[src/rtl/enum_type.sv]
// Shared command encoding and default queue depth for the game engine command path.
package enum_type;

    localparam int unsigned QSIZE    = 8;
    localparam int unsigned GRAV_SRC = 2;

    typedef enum logic [2:0] {
        NONE   = 3'd0,
        LEFT   = 3'd1,
        RIGHT  = 3'd2,
        DOWN   = 3'd3,
        ROTATE = 3'd4,
        DROP   = 3'd5
    } state_type;

endpackage

[src/rtl/cmd_arbiter_if.sv]
// Requester/engine side of the command arbiter: per-source requests in, FIFO head out.
interface cmd_arbiter_if #(
    parameter int unsigned NSRC  = 4,
    parameter int unsigned QSIZE = enum_type::QSIZE
);
    import enum_type::*;

    logic                       flush;
    logic [NSRC-1:0]            src_valid;
    state_type [NSRC-1:0]       src_cmd;
    logic [NSRC-1:0]            src_ready;
    logic                       cmd_valid;
    state_type                  cmd;
    logic                       cmd_ready;
    logic [$clog2(QSIZE):0]     occupancy;
    logic [7:0]                 drop_cnt;

    modport master (
        output flush, src_valid, src_cmd, cmd_ready,
        input  src_ready, cmd_valid, cmd, occupancy, drop_cnt
    );

    modport slave (
        input  flush, src_valid, src_cmd, cmd_ready,
        output src_ready, cmd_valid, cmd, occupancy, drop_cnt
    );

endinterface

[src/rtl/cmd_fifo.sv]
// Tagged command FIFO: each entry holds a command and the index of the source that sent it.
module cmd_fifo
    import enum_type::*;
#(
    parameter int unsigned QSIZE = enum_type::QSIZE,
    parameter int unsigned TW    = 2
) (
    input  logic                    clk,
    input  logic                    reset_n,
    input  logic                    flush,
    input  logic                    push,
    input  state_type               push_cmd,
    input  logic [TW-1:0]           push_tag,
    input  logic                    pop,
    output state_type               head_cmd,
    output logic [TW-1:0]           head_tag,
    output logic                    full,
    output logic                    empty,
    output logic [$clog2(QSIZE):0]  count
);
    localparam int unsigned AW = $clog2(QSIZE);

    typedef struct packed {
        state_type     cmd;
        logic [TW-1:0] tag;
    } entry_t;

    entry_t          mem_q [QSIZE];
    entry_t          mem_d [QSIZE];
    logic [AW-1:0]   wr_ptr_q, wr_ptr_d;
    logic [AW-1:0]   rd_ptr_q, rd_ptr_d;
    logic [AW:0]     cnt_q, cnt_d;
    logic            push_ok, pop_ok;

    always_comb begin
        full     = (cnt_q == (AW+1)'(QSIZE));
        empty    = (cnt_q == '0);
        count    = cnt_q;
        head_cmd = mem_q[rd_ptr_q].cmd;
        head_tag = mem_q[rd_ptr_q].tag;
        pop_ok   = pop && !empty;
        push_ok  = push && (!full || pop_ok);

        mem_d    = mem_q;
        wr_ptr_d = wr_ptr_q;
        rd_ptr_d = rd_ptr_q;
        cnt_d    = cnt_q;
        if (flush) begin
            wr_ptr_d = '0;
            rd_ptr_d = '0;
            cnt_d    = '0;
        end else begin
            if (push_ok) begin
                mem_d[wr_ptr_q] = '{cmd: push_cmd, tag: push_tag};
                wr_ptr_d        = wr_ptr_q + 1'b1;
            end
            if (pop_ok) begin
                rd_ptr_d = rd_ptr_q + 1'b1;
            end
            cnt_d = cnt_q + {{AW{1'b0}}, push_ok} - {{AW{1'b0}}, pop_ok};
        end
    end

    always_ff @(posedge clk) begin
        mem_q <= mem_d;
    end

    always_ff @(posedge clk) begin
        if (!reset_n) begin
            wr_ptr_q <= '0;
            rd_ptr_q <= '0;
            cnt_q    <= '0;
        end else begin
            wr_ptr_q <= wr_ptr_d;
            rd_ptr_q <= rd_ptr_d;
            cnt_q    <= cnt_d;
        end
    end

endmodule

[src/rtl/cmd_arbiter.sv]
// Round-robin arbiter feeding the game engine command FIFO, with gravity-request coalescing.
module cmd_arbiter
    import enum_type::*;
#(
    parameter int unsigned QSIZE = enum_type::QSIZE,
    parameter int unsigned NSRC  = 4
) (
    input  logic        clk,
    input  logic        reset_n,
    cmd_arbiter_if.slave bus
);
    localparam int unsigned PW = (NSRC > 1) ? $clog2(NSRC) : 1;
    localparam int unsigned CW = $clog2(QSIZE) + 1;

    logic [PW-1:0]  rr_ptr_q, rr_ptr_d;
    logic           grav_pend_q, grav_pend_d;
    logic [7:0]     drop_cnt_q, drop_cnt_d;

    logic           gnt_any;
    logic [PW-1:0]  gnt_idx, cand;
    state_type      gnt_cmd;
    logic           coalesce, skip, accept, push, pop;

    logic           fifo_full, fifo_empty;
    logic [CW-1:0]  fifo_count;
    state_type      head_cmd;
    logic [PW-1:0]  head_tag;

    always_comb begin
        gnt_any = 1'b0;
        gnt_idx = '0;
        cand    = '0;
        for (int unsigned k = 0; k < NSRC; k++) begin
            cand = PW'((32'(rr_ptr_q) + k) % NSRC);
            if (!gnt_any && bus.src_valid[cand]) begin
                gnt_any = 1'b1;
                gnt_idx = cand;
            end
        end
        gnt_cmd = bus.src_cmd[gnt_idx];
    end

    // NONE and coalesced gravity requests need no slot, so they are acknowledged even when full.
    always_comb begin
        pop      = !fifo_empty && bus.cmd_ready && !bus.flush && reset_n;
        coalesce = (gnt_cmd == DOWN) && (gnt_idx == PW'(GRAV_SRC)) && grav_pend_q;
        skip     = (gnt_cmd == NONE) || coalesce;
        accept   = reset_n && !bus.flush && gnt_any && (skip || !fifo_full || pop);
        push     = accept && !skip;

        bus.src_ready = '0;
        if (accept) bus.src_ready[gnt_idx] = 1'b1;

        rr_ptr_d    = rr_ptr_q;
        grav_pend_d = grav_pend_q;
        drop_cnt_d  = drop_cnt_q;
        if (bus.flush) begin
            rr_ptr_d    = '0;
            grav_pend_d = 1'b0;
        end else begin
            if (accept) rr_ptr_d = PW'((32'(gnt_idx) + 1) % NSRC);
            if (pop && head_cmd == DOWN && head_tag == PW'(GRAV_SRC)) grav_pend_d = 1'b0;
            if (push && gnt_cmd == DOWN && gnt_idx == PW'(GRAV_SRC)) grav_pend_d = 1'b1;
            if (accept && coalesce && drop_cnt_q != 8'hFF) drop_cnt_d = drop_cnt_q + 8'd1;
        end
    end

    always_ff @(posedge clk) begin
        if (!reset_n) begin
            rr_ptr_q    <= '0;
            grav_pend_q <= 1'b0;
            drop_cnt_q  <= '0;
        end else begin
            rr_ptr_q    <= rr_ptr_d;
            grav_pend_q <= grav_pend_d;
            drop_cnt_q  <= drop_cnt_d;
        end
    end

    cmd_fifo #(
        .QSIZE (QSIZE),
        .TW    (PW)
    ) u_fifo (
        .clk      (clk),
        .reset_n  (reset_n),
        .flush    (bus.flush),
        .push     (push),
        .push_cmd (gnt_cmd),
        .push_tag (gnt_idx),
        .pop      (pop),
        .head_cmd (head_cmd),
        .head_tag (head_tag),
        .full     (fifo_full),
        .empty    (fifo_empty),
        .count    (fifo_count)
    );

    always_comb begin
        bus.cmd_valid = !fifo_empty;
        bus.cmd       = fifo_empty ? NONE : head_cmd;
        bus.occupancy = fifo_count;
        bus.drop_cnt  = drop_cnt_q;
    end

endmodule
[src/flat_wrapper.sv]
// flat-port wrapper written by rule: the top's interface ports become plain ports
module cmd_arbiter_flat import enum_type::*;
#(
    parameter int unsigned QSIZE = enum_type::QSIZE,
    parameter int unsigned NSRC  = 4
)
  (clk, reset_n, bus_flush, bus_src_valid, bus_src_cmd, bus_cmd_ready, bus_src_ready, bus_cmd_valid, bus_cmd, bus_occupancy, bus_drop_cnt);
  cmd_arbiter_if #(.NSRC(NSRC), .QSIZE(QSIZE)) bus_i ();
  input  logic clk;
  input  logic reset_n;
  input wire logic [$bits(bus_i.flush)-1:0] bus_flush;
  input wire logic [$bits(bus_i.src_valid)-1:0] bus_src_valid;
  input wire logic [$bits(bus_i.src_cmd)-1:0] bus_src_cmd;
  input wire logic [$bits(bus_i.cmd_ready)-1:0] bus_cmd_ready;
  output wire logic [$bits(bus_i.src_ready)-1:0] bus_src_ready;
  output wire logic [$bits(bus_i.cmd_valid)-1:0] bus_cmd_valid;
  output wire logic [$bits(bus_i.cmd)-1:0] bus_cmd;
  output wire logic [$bits(bus_i.occupancy)-1:0] bus_occupancy;
  output wire logic [$bits(bus_i.drop_cnt)-1:0] bus_drop_cnt;
  assign bus_i.flush = bus_flush;
  assign bus_i.src_valid = bus_src_valid;
  assign bus_i.src_cmd = bus_src_cmd;
  assign bus_i.cmd_ready = bus_cmd_ready;
  assign bus_src_ready = bus_i.src_ready;
  assign bus_cmd_valid = bus_i.cmd_valid;
  assign bus_cmd = bus_i.cmd;
  assign bus_occupancy = bus_i.occupancy;
  assign bus_drop_cnt = bus_i.drop_cnt;
  cmd_arbiter #(.QSIZE(QSIZE), .NSRC(NSRC)) u_core (.clk(clk), .reset_n(reset_n), .bus(bus_i));
endmodule
[config.mk]
export PLATFORM = sky130hd
export DESIGN_NAME = cmd_arbiter_flat
export DESIGN_NICKNAME = d
export VERILOG_FILES = /design/src/rtl/enum_type.sv /design/src/rtl/cmd_arbiter_if.sv /design/src/rtl/cmd_fifo.sv /design/src/rtl/cmd_arbiter.sv /design/src/flat_wrapper.sv
export SDC_FILE = /design/constraint.sdc
export NUM_CORES = 1
export LEC_CHECK = 0
export CAP_MARGIN = 20
export CORE_MARGIN = 4
export CORE_UTILIZATION = 40
export DETAILED_ROUTE_END_ITERATION = 10
export GPL_TIMING_DRIVEN = 0
export PLACE_DENSITY_LB_ADDON = 0.3
export RECOVER_POWER = 100
export SKIP_CTS_REPAIR_TIMING = 1
export SYNTH_ARGS = -nofsm -noshare
export SYNTH_HDL_FRONTEND = slang
export SYNTH_SLANG_ARGS = --single-unit
[constraint.sdc]
create_clock -name clk -period 4.2 [get_ports clk]
set_input_delay 1.05 -clock clk [delete_from_list [all_inputs] [get_ports clk]]
set_output_delay 1.05 -clock clk [all_outputs]
set_load 0.05 [all_outputs]
=== Word level (Yosys, flattened, before mapping) ===
Cells that the tools add are included.

* Add/subtract/negate cells: 9
* $lt $le $gt $ge: 9
* Equality and inequality tests: 6
* Multiplexer cells: 30
* Bitwise operators: 4
* Reduce and logical (&&, ||, !) cells: 39

{| class="wikitable"
|+ Operators by type and width
! cell !! count
|-
| 40-bit bitwise mux || 1
|-
| 1-bit logical AND || 22
|-
| 5-bit binary-select mux with 3-bit select || 1
|-
| 5-bit demux with 3-bit select || 1
|-
| 2-bit by 3-bit < comparator with 1-bit output (second input constant) || 5
|-
| 5-bit two-way mux || 3
|-
| 1-bit two-way mux || 11
|-
| 8-bit by 1-bit adder with 8-bit output (second input constant) || 1
|-
| 1-bit binary-select mux with 2-bit select || 4
|-
| 4-bit >= comparator (second input constant) || 2
|-
| 2-bit two-way mux || 4
|-
| 8-bit != test (second input constant) || 1
|-
| 3-bit inverter with 4-bit output || 2
|-
| 1-bit zero test || 7
|-
| 3-bit by 1-bit adder with 3-bit output (second input constant) || 2
|-
| 3-bit binary-select mux with 2-bit select || 1
|-
| 3-bit by 2-bit equality test with 1-bit output (second input constant) || 2
|-
| 3-bit two-way mux || 2
|-
| 2-bit by 1-bit adder with 2-bit output (second input constant) || 2
|-
| 2-bit adder (second input constant) || 2
|-
| 4-bit by 1-bit adder with 4-bit output || 1
|-
| 2-bit equality test (second input constant) || 2
|-
| 4-bit equality test (second input constant) || 1
|-
| 4-bit zero test || 1
|-
| 11 further kinds || 16
|}

* Register bits: 61
* Input bits: 20
* Output and inout port bits: 20
* Word-level logic and storage cells: 119

=== Longest topological paths before layout ===
Gate-level depths: netlist of the first run.

* Word-level depth: 25
* Mapped depth: 17
* Depth with buffers taken out: 17

=== By module ===
From an unflattened synthesis of the first run, not the netlist that was laid out.

* Cells, all modules: 276
* Area total of the unflattened synthesis: 3,228.1 sq um

{| class="wikitable"
|+ Modules (own cells, without submodules)
! module !! instances !! cells each !! area each (sq um) !! seq. area each (sq um)
|-
| cmd_fifo || 1 || 140 || 2,198.4 || 1,401.3
|-
| cmd_arbiter || 1 || 136 || 1,029.7 || 220.2
|}

=== Worst setup path before layout of the first run ===
OpenSTA, ideal clock, no wires.

* Kind: input to output
* Start point: input port bus_src_valid[2]
* End point: output port bus_src_ready[2]
* Data arrival time: 3.715 ns
* Required time: 3.150 ns
* Path slack: -0.565 ns
* Stages: 10
* Buffers on the path: 1
* Cell sequence: nor2b_1 > a211oi_4 > nor2_1 > ha_1 > inv_1 > a211o_2 > and2_4 > or3_1 > buf_2 > a21oi_1

* Cells in the longest elaborated chain, start to end: 22
* Elaborated cells between the ends (all ways): 40
* Those cells by class: order compare: 2; eq/ne: 2; mux: 21; reduce/logical: 15

{| class="wikitable"
|+ Ends and longest elaborated chain
! item !! line !! text
|-
| start: declaration || flat_wrapper.sv:12 || <nowiki>input wire logic [$bits(bus_i.src_valid)-1:0] bus_src_valid;</nowiki>
|-
| 1-bit binary-select mux with 2-bit select || cmd_arbiter.sv:35 || <nowiki>if (!gnt_any && bus.src_valid[cand]) begin</nowiki>
|-
| 1-bit two-way mux (implied by the code) || cmd_arbiter.sv:35 ||
|-
| 1-bit two-way mux || cmd_arbiter.sv:35 ||
|-
| 1-bit zero test || cmd_arbiter.sv:35 ||
|-
| 1-bit logical AND || cmd_arbiter.sv:35 ||
|-
| 1-bit two-way mux || cmd_arbiter.sv:35 ||
|-
| 1-bit zero test || cmd_arbiter.sv:35 ||
|-
| 1-bit logical AND || cmd_arbiter.sv:35 ||
|-
| [4 not listed] || -- ||
|-
| via u_core.gnt_idx[1] || cmd_arbiter.sv:20 || <nowiki>logic [PW-1:0] gnt_idx, cand;</nowiki>
|-
| 3-bit binary-select mux with 2-bit select || cmd_arbiter.sv:40 || <nowiki>gnt_cmd = bus.src_cmd[gnt_idx];</nowiki>
|-
| 3-bit two-way mux (implied by the code) || cmd_arbiter.sv:40 ||
|-
| 3-bit by 2-bit equality test with 1-bit output || cmd_arbiter.sv:46 || <nowiki>coalesce = (gnt_cmd == DOWN) && (gnt_idx == PW'(GRAV_SRC)) && grav_pend_q;</nowiki>
|-
| 1-bit logical AND (2 in a row) || cmd_arbiter.sv:46 ||
|-
| 1-bit logical OR || cmd_arbiter.sv:47 || <nowiki>skip = (gnt_cmd == NONE) || coalesce;</nowiki>
|-
| 1-bit logical OR (2 in a row) || cmd_arbiter.sv:48 || <nowiki>accept = reset_n && !bus.flush && gnt_any && (skip || !fifo_full || pop);</nowiki>
|-
| 1-bit logical AND || cmd_arbiter.sv:48 ||
|-
| 4-bit two-way mux (*) || cmd_arbiter.sv:52 || <nowiki>if (accept) bus.src_ready[gnt_idx] = 1'b1;</nowiki>
|-
| end: declaration || flat_wrapper.sv:15 || <nowiki>output wire logic [$bits(bus_i.src_ready)-1:0] bus_src_ready;</nowiki>
|}

The timed path passes the listed nets; every way through them passes the cells marked *. The select of a mux whose other input is x is not followed.

=== Worst setup path in the final report of the first run ===
* Start point: input port bus_src_valid[2]
* End point: output port bus_src_ready[3]

* Cells in the longest elaborated chain, start to end: 22
* Elaborated cells between the ends (all ways): 40
* Those cells by class: order compare: 2; eq/ne: 2; mux: 21; reduce/logical: 15

{| class="wikitable"
|+ Ends and longest elaborated chain
! item !! line
|-
| 1-bit binary-select mux with 2-bit select || cmd_arbiter.sv:35
|-
| 1-bit two-way mux (implied by the code) || cmd_arbiter.sv:35
|-
| 1-bit two-way mux || cmd_arbiter.sv:35
|-
| 1-bit zero test || cmd_arbiter.sv:35
|-
| 1-bit logical AND || cmd_arbiter.sv:35
|-
| 1-bit two-way mux || cmd_arbiter.sv:35
|-
| 1-bit zero test || cmd_arbiter.sv:35
|-
| 1-bit logical AND || cmd_arbiter.sv:35
|-
| [4 not listed] || --
|-
| 3-bit binary-select mux with 2-bit select || cmd_arbiter.sv:40
|-
| 3-bit two-way mux (implied by the code) || cmd_arbiter.sv:40
|-
| 3-bit by 2-bit equality test with 1-bit output || cmd_arbiter.sv:46
|-
| 1-bit logical AND (2 in a row) || cmd_arbiter.sv:46
|-
| 1-bit logical OR || cmd_arbiter.sv:47
|-
| 1-bit logical OR (2 in a row) || cmd_arbiter.sv:48
|-
| 1-bit logical AND || cmd_arbiter.sv:48
|-
| 4-bit two-way mux (*) || cmd_arbiter.sv:52
|}

Mark *: on every way between the ends. The rest lies on a longest branch, timed or not. The select of a mux whose other input is x is not followed.

==> metrics, run 1 <==
P_int=1.15 mW; Filler cells=611; leakage=1.44 nW; DRT iter0 DRCs=133; commonest register cell after synthesis=edfxtp_1; switching fraction of total power=0.272; first-pass GRT wire length=10.7 mm; Final ANT Viol Nets=0; io pins=40; synthesized flop and latch total=61; wire length per cell=15.4 um; status=finished, violations left; Clock Path Buffers=2; Clk pwr share=0.359; DP Cell Count=404; Worst Reg2Reg Path Length in Cells=16; Antenna Cells=0; capture point of the critical path=bus_src_ready[3]; Residual DRC=0; Worst Path Max Fanout=7; CTS Sinks=61; Psw=0.428 mW; initial antenna violation count=0; most common cell after layout, fill and taps aside=edfxtp_1; Total GRT Usage=0.155; die area=0.00912 sq mm; Gate power share=0.200; vias in the first global route=2160; total wire length=6.67 mm; Core ar.=0.00733 sq mm; Synth Cell Area=0.00306 sq mm; worst hold path type=register to register; Async SR Flop Fraction=0; top cell type's share of synthesized area=0.392; internal reg-to-reg setup slack=0.42 ns; final worst slack=-0.162 ns; Worst Path Required=3.15 ns; Remaining Overflow, GRT=0; Post-synth EDFFs=40; fin. max-slew vios=0; via count=2210; CTS buffer count=9; syn avg cell area=11.5 sq um; largest net degree at the start of global routing=18; commonest cells after routing, fill and taps aside=edfxtp_1, clkdlybuf4s50_1, inv_1, dfxtp_1; Gate Count Post-Synth=266; starting density of the core=0.418; Worst Skew=0.00723 ns; Die Y=95.5 um; Root Buffer=clkbuf_8; max_cap viols=0; Worst-Margin Slew=0.831 ns; RSZ-0062 raised after global routing=yes; Die Width=95.5 um; Hold Fails Final Rpt=0; Final HPWL DP=4.80 mm; top post-synthesis cells by area=edfxtp_1, dfxtp_1, ha_1; worst r2r dst=u_core.u_fifo.count[2]; Worst Setup SP=bus_src_valid[2]; register area share after synthesis=0.530; CTS tree=done; H-Tree Level Count=3; Warnings, synthesis=0; WP data arrival=3.31 ns; Setup TNS=-0.557 ns; share of layout cells above drive strength 1=0.258; GPL Wtd Cong=0.792; Finished Layout Cells=432; Slew headroom=0.442; fin crit period=4.36 ns; Synthesized Nets=300; failing checks=negative setup slack; vias per cell=5.12; Yosys top cell by area=edfxtp_1; worst IR drop on VDD=197 uV; P&R area growth vs syn=32.1%; final setup fails=4; setup slack at placement=-1.62 ns; # port buffers=39; CP startpoint kind=input pin; nets@finish=362; Worst setup EP type=primary output; Detailed Routing Iterations Pass 1=4; Layout Utilization=0.552; synth unique cells=54; CTS clk-pin slew, worst paths=0.07 ns; cell area power density=389 mW/mm^2; crit path kind=input pin to primary output; Worst-Skew Late Latency=0.33 ns; Sequential Power Share=0.441; R2R Path Start=u_core.rr_ptr_q[1]; top achievable clock speed=0.229 GHz; # rows=31; fin crit share=1.04
kinds of logic (layout without fill, tap and decap cells):
| kind of cell | count (synthesis) | count (layout) | share of synthesized area |
|---|---|---|---|
| AO/OA/AOI/OAI | 49 | 49 | 0.125 |
| XOR/XNOR | 5 | 5 | 0.0143 |
| adder cells (fa/ha/maj) | 14 | 14 | 0.0597 |
| buffers and inverters | 31 | 98 | 0.0384 |
| flip-flops | 61 | 61 | 0.530 |
| multiplexers | 12 | 12 | 0.0678 |
| AND/OR/NAND/NOR | 94 | 94 | 0.166 |
Yosys cell counts, types with 5 or more instances:
| library cell | count |
|---|---|
| mux4_2 | 7 |
| ha_1 | 13 |
| clkbuf_1 | 5 |
| mux2i_1 | 5 |
| and2_1 | 7 |
| dfxtp_1 | 21 |
| a32oi_1 | 6 |
| edfxtp_1 | 40 |
| nand2_1 | 19 |
| a21oi_1 | 11 |
| inv_1 | 23 |
| o21ai_0 | 9 |
| nor2_1 | 20 |
| nand3_1 | 16 |
power by group through the flow:
stage | combinational [mW] | sequential, mW | clock (mW)
final | 0.314 | 0.695 | 0.565
after global routing | 0.344 | 0.695 | 0.611
after CTS | 0.258 | 0.692 | 0.577
after detailed placement | 0.256 | 0.706 | 0
after global placement | 0.248 | 0.705 | 0
after floorplan | 0.175 | 0.706 | 0
layer usage:
metal  share of wire  vias up  GRT usage
met3           0.039        4     0.0363
met1            0.46     1060      0.205
met2            0.49       47      0.248
li1                -     1099          -
met4          0.0079        0     0.0545
met5               0        -          0
sequential cells by signal (all words and copies together) (netlist names):
name                    cells
u_core.bus.drop_cnt         8
u_core.u_fifo.count         4
u_core.u_fifo.mem_q        40
u_core.u_fifo.wr_ptr_q      3
u_core.grav_pend_q          1
u_core.rr_ptr_q             2
u_core.u_fifo.rd_ptr_q      3
worst min-delay path by stage:
| stage | slack (ns) | from | depth (start not counted) | to |
|---|---|---|---|---|
| 6_report | 0.50 | u_core.u_fifo.wr_ptr_q[0] | 2 | u_core.u_fifo.wr_ptr_q[0] |
| 5_1_grt | 0.55 | u_core.bus.drop_cnt[1] | 2 | u_core.bus.drop_cnt[1] |
| 4_1_cts | 0.50 | u_core.u_fifo.wr_ptr_q[0] | 2 | u_core.u_fifo.wr_ptr_q[0] |
| 3_5_place_dp | 0.49 | u_core.u_fifo.wr_ptr_q[0] | 2 | u_core.u_fifo.wr_ptr_q[0] |
| 3_3_place_gp | 0.47 | u_core.u_fifo.wr_ptr_q[0] | 2 | u_core.u_fifo.wr_ptr_q[0] |
| 2_1_floorplan | 0.46 | u_core.grav_pend_q | 2 | u_core.grav_pend_q |
layout make-up:
class	count	area [sq um]	share of cell area
Sequential cell	61	1620	0.401
Clock inverter	6	86.3	0.0213
Buffer	7	36.3	0.00897
Timing Repair Buffer	51	492	0.122
Tap cell	99	124	0.0306
Inverter	24	90.1	0.0223
Clock buffer	10	128	0.0315
Multi-Input combinational cell	174	1470	0.363
per-stage QoR:
stage	total power, mW	hold slack, ns	area, sq um
finish	1.57	0.504	4050
global route	1.65	0.545	4050
CTS	1.53	0.503	3820
detailed placement	0.961	0.493	3600
global placement	0.953	0.474	3600
floorplan	0.881	0.456	3090
worst max-delay path, cell delays in order:
cell      delay [ns]
buf_8           0.10
and2b_2         0.21
a211oi_4        0.40
o21ai_2         0.14
and3_4          0.17
a211o_4         0.32
or3_4           0.39
buf_6           0.14
nand2_4         0.07
and2_4          0.16
buf_8           0.14
(Power assumes the default switching activity.)
==> inputs of run 2 (changes only) <==
CAP_MARGIN = not set   (was 20)
CELL_PAD_IN_SITES_DETAIL_PLACEMENT = 1   (was not set)
CELL_PAD_IN_SITES_GLOBAL_PLACEMENT = 2   (was not set)
CORE_UTILIZATION = 33   (was 40)
==> metrics, run 2 (same netlist as run 1, synthesis figures left out) <==
Setup TNS=-0.431 ns (+0.125 ns); WHS=0.493 ns (-0.0115 ns); largest net degree at the start of global routing=18 (unchanged); setup slack at placement=-1.63 ns (-0.0124 ns); Most flops, register=u_core.u_fifo.mem_q; Worst Path Max Fanout=6 (-1); final worst slack=-0.133 ns (+0.0292 ns); Root Buffer=clkbuf_8; nets@finish=365 (+0.83%); Layout Utilization=0.455 (-0.0967); WP data arrival=3.28 ns (-0.03 ns); io pins=40 (unchanged); Worst Skew=0.00688 ns (-0.000348 ns); commonest cells after routing, fill and taps aside=edfxtp_1, clkdlybuf4s50_1, inv_1, dfxtp_1; Area after DPL=0.00362 sq mm (+0.31%); leakage=1.44 nW (-0.32%); total wire length=7.16 mm (+7.2%); P&R area growth vs syn=32.2% (about the same); Remaining Overflow, GRT=0 (unchanged); final setup fails=4 (unchanged); Antenna Cells=0 (unchanged); Clock Path Buffers=2 (unchanged); max reg flops=40 (unchanged); die area=0.0109 sq mm (+19%); Final Power=1.49 mW (-5.3%); max_cap viols=0 (unchanged); initial antenna violation count=0 (unchanged); starting density of the core=0.344 (-0.0733); CTS clk-pin slew, worst paths=0.06 ns (about the same); share of layout cells above drive strength 1=0.244 (-0.0142); CTS Sinks=61 (unchanged); fin crit period=4.33 ns (-0.0292 ns); Final ANT Viol Nets=0 (unchanged); Slew headroom=0.400 (-0.0416); worst IR drop on VDD=140 uV (-29%); Die Width=104 um (+9.2%); CTS tree=done; GPL Wtd Cong=0.705 (-11%); Final HPWL DP=5.45 mm (+14%); Die Y=104 um (+9.2%); vias per cell=5.04 (-1.4%); CP peak stage delay=0.36 ns (-0.04 ns); worst hold path type=register to register; Total GRT Usage=0.136 (-0.0188); CTS buffer count=9 (unchanged); vias in the first global route=2321 (+7.5%); CP startpoint kind=input pin; fin. max-slew vios=0 (unchanged); failing checks=negative setup slack; status=finished, violations left; Worst-Skew Late Latency=0.33 ns (about the same); Detailed Routing Iterations Pass 1=4 (unchanged); # rows=34 (+9.7%); crit path kind=input pin to primary output; Worst setup EP type=primary output; wire length per cell=16.1 um (+4.3%); Critical Path, Cell by Cell=buf_4 -> nor2b_4 -> a211oi_4 -> buf_6 -> nor2_4 -> ha_4 -> inv_4 -> a211o_4 -> and2_4 -> or3_4 -> buf_6 -> nand2_4 -> and2_4 -> buf_8; via count=2239 (+1.3%); Residual DRC=0 (unchanged); DRT iter0 DRCs=114 (-14%); cell area power density=368 mW/mm^2 (-5.4%); H-Tree Level Count=3 (unchanged); fin crit share=1.03 (-0.00695); Critical-path top delay cell=or3_4; RSZ-0062 raised after global routing=yes; Worst Path Required=3.15 ns (about the same); most common cell after layout, fill and taps aside=edfxtp_1; # port buffers=39 (unchanged); top achievable clock speed=0.231 GHz (+0.67%); post-route cell area=0.00405 sq mm (about the same); Core ar.=0.00889 sq mm (+21%); Hold Fails Final Rpt=0 (unchanged); Worst-Margin Slew=0.898 ns (+0.0668 ns); DP Cell Count=413 (+2.2%); Finished Layout Cells=444 (+2.8%); first-pass GRT wire length=11.6 mm (+8.1%)
-- run 2: layer usage --
metal,wire [um],up-vias,GRT usage
met2,3590,38,0.224
li1,-,1105,-
met1,3200,1085,0.168
met3,219,11,0.0292
met5,0,-,0
met4,153,0,0.0684
-- run 2: final timing paths --
kind,start,to,slack (ns),cells past startpoint
worst min register to register,u_core.u_fifo.wr_ptr_q[0],u_core.u_fifo.wr_ptr_q[0],0.49,2
worst max register to register,u_core.rr_ptr_q[1],u_core.u_fifo.count[2],0.60,17
worst max-delay path,bus_src_valid[1],bus_src_ready[3],-0.13,14
worst min-delay path,u_core.u_fifo.wr_ptr_q[0],u_core.u_fifo.wr_ptr_q[0],0.49,2
-- run 2: where the power goes --
group | switching, mW | total (mW) | internal [mW] | leakage (nW)
combinational | 0.185 | 0.319 | 0.134 | 0.818
sequential | 0.0135 | 0.695 | 0.681 | 0.532
clock | 0.204 | 0.476 | 0.272 | 0.0890
total | 0.403 | 1.49 | 1.09 | 1.44
-- run 2: area by class of cell --
class                           instances  area, sq um
Fill cell                             953         4840
Sequential cell                        61         1620
Multi-Input combinational cell        174         1470
Timing Repair Buffer                   54          518
Clock buffer                           13          139
Tap cell                              108          135
Inverter                               24         92.6
Clock inverter                          3         38.8
Buffer                                  7         35.0
-- run 2: critical path: cells and delay by family --
| kind | cells | cell delay (ns) |
|---|---|---|
| compound gates | 2 | 0.41 |
| fa+ha+maj | 1 | 0.17 |
| simple gates | 6 | 1.04 |
| buf+inv | 5 | 0.60 |
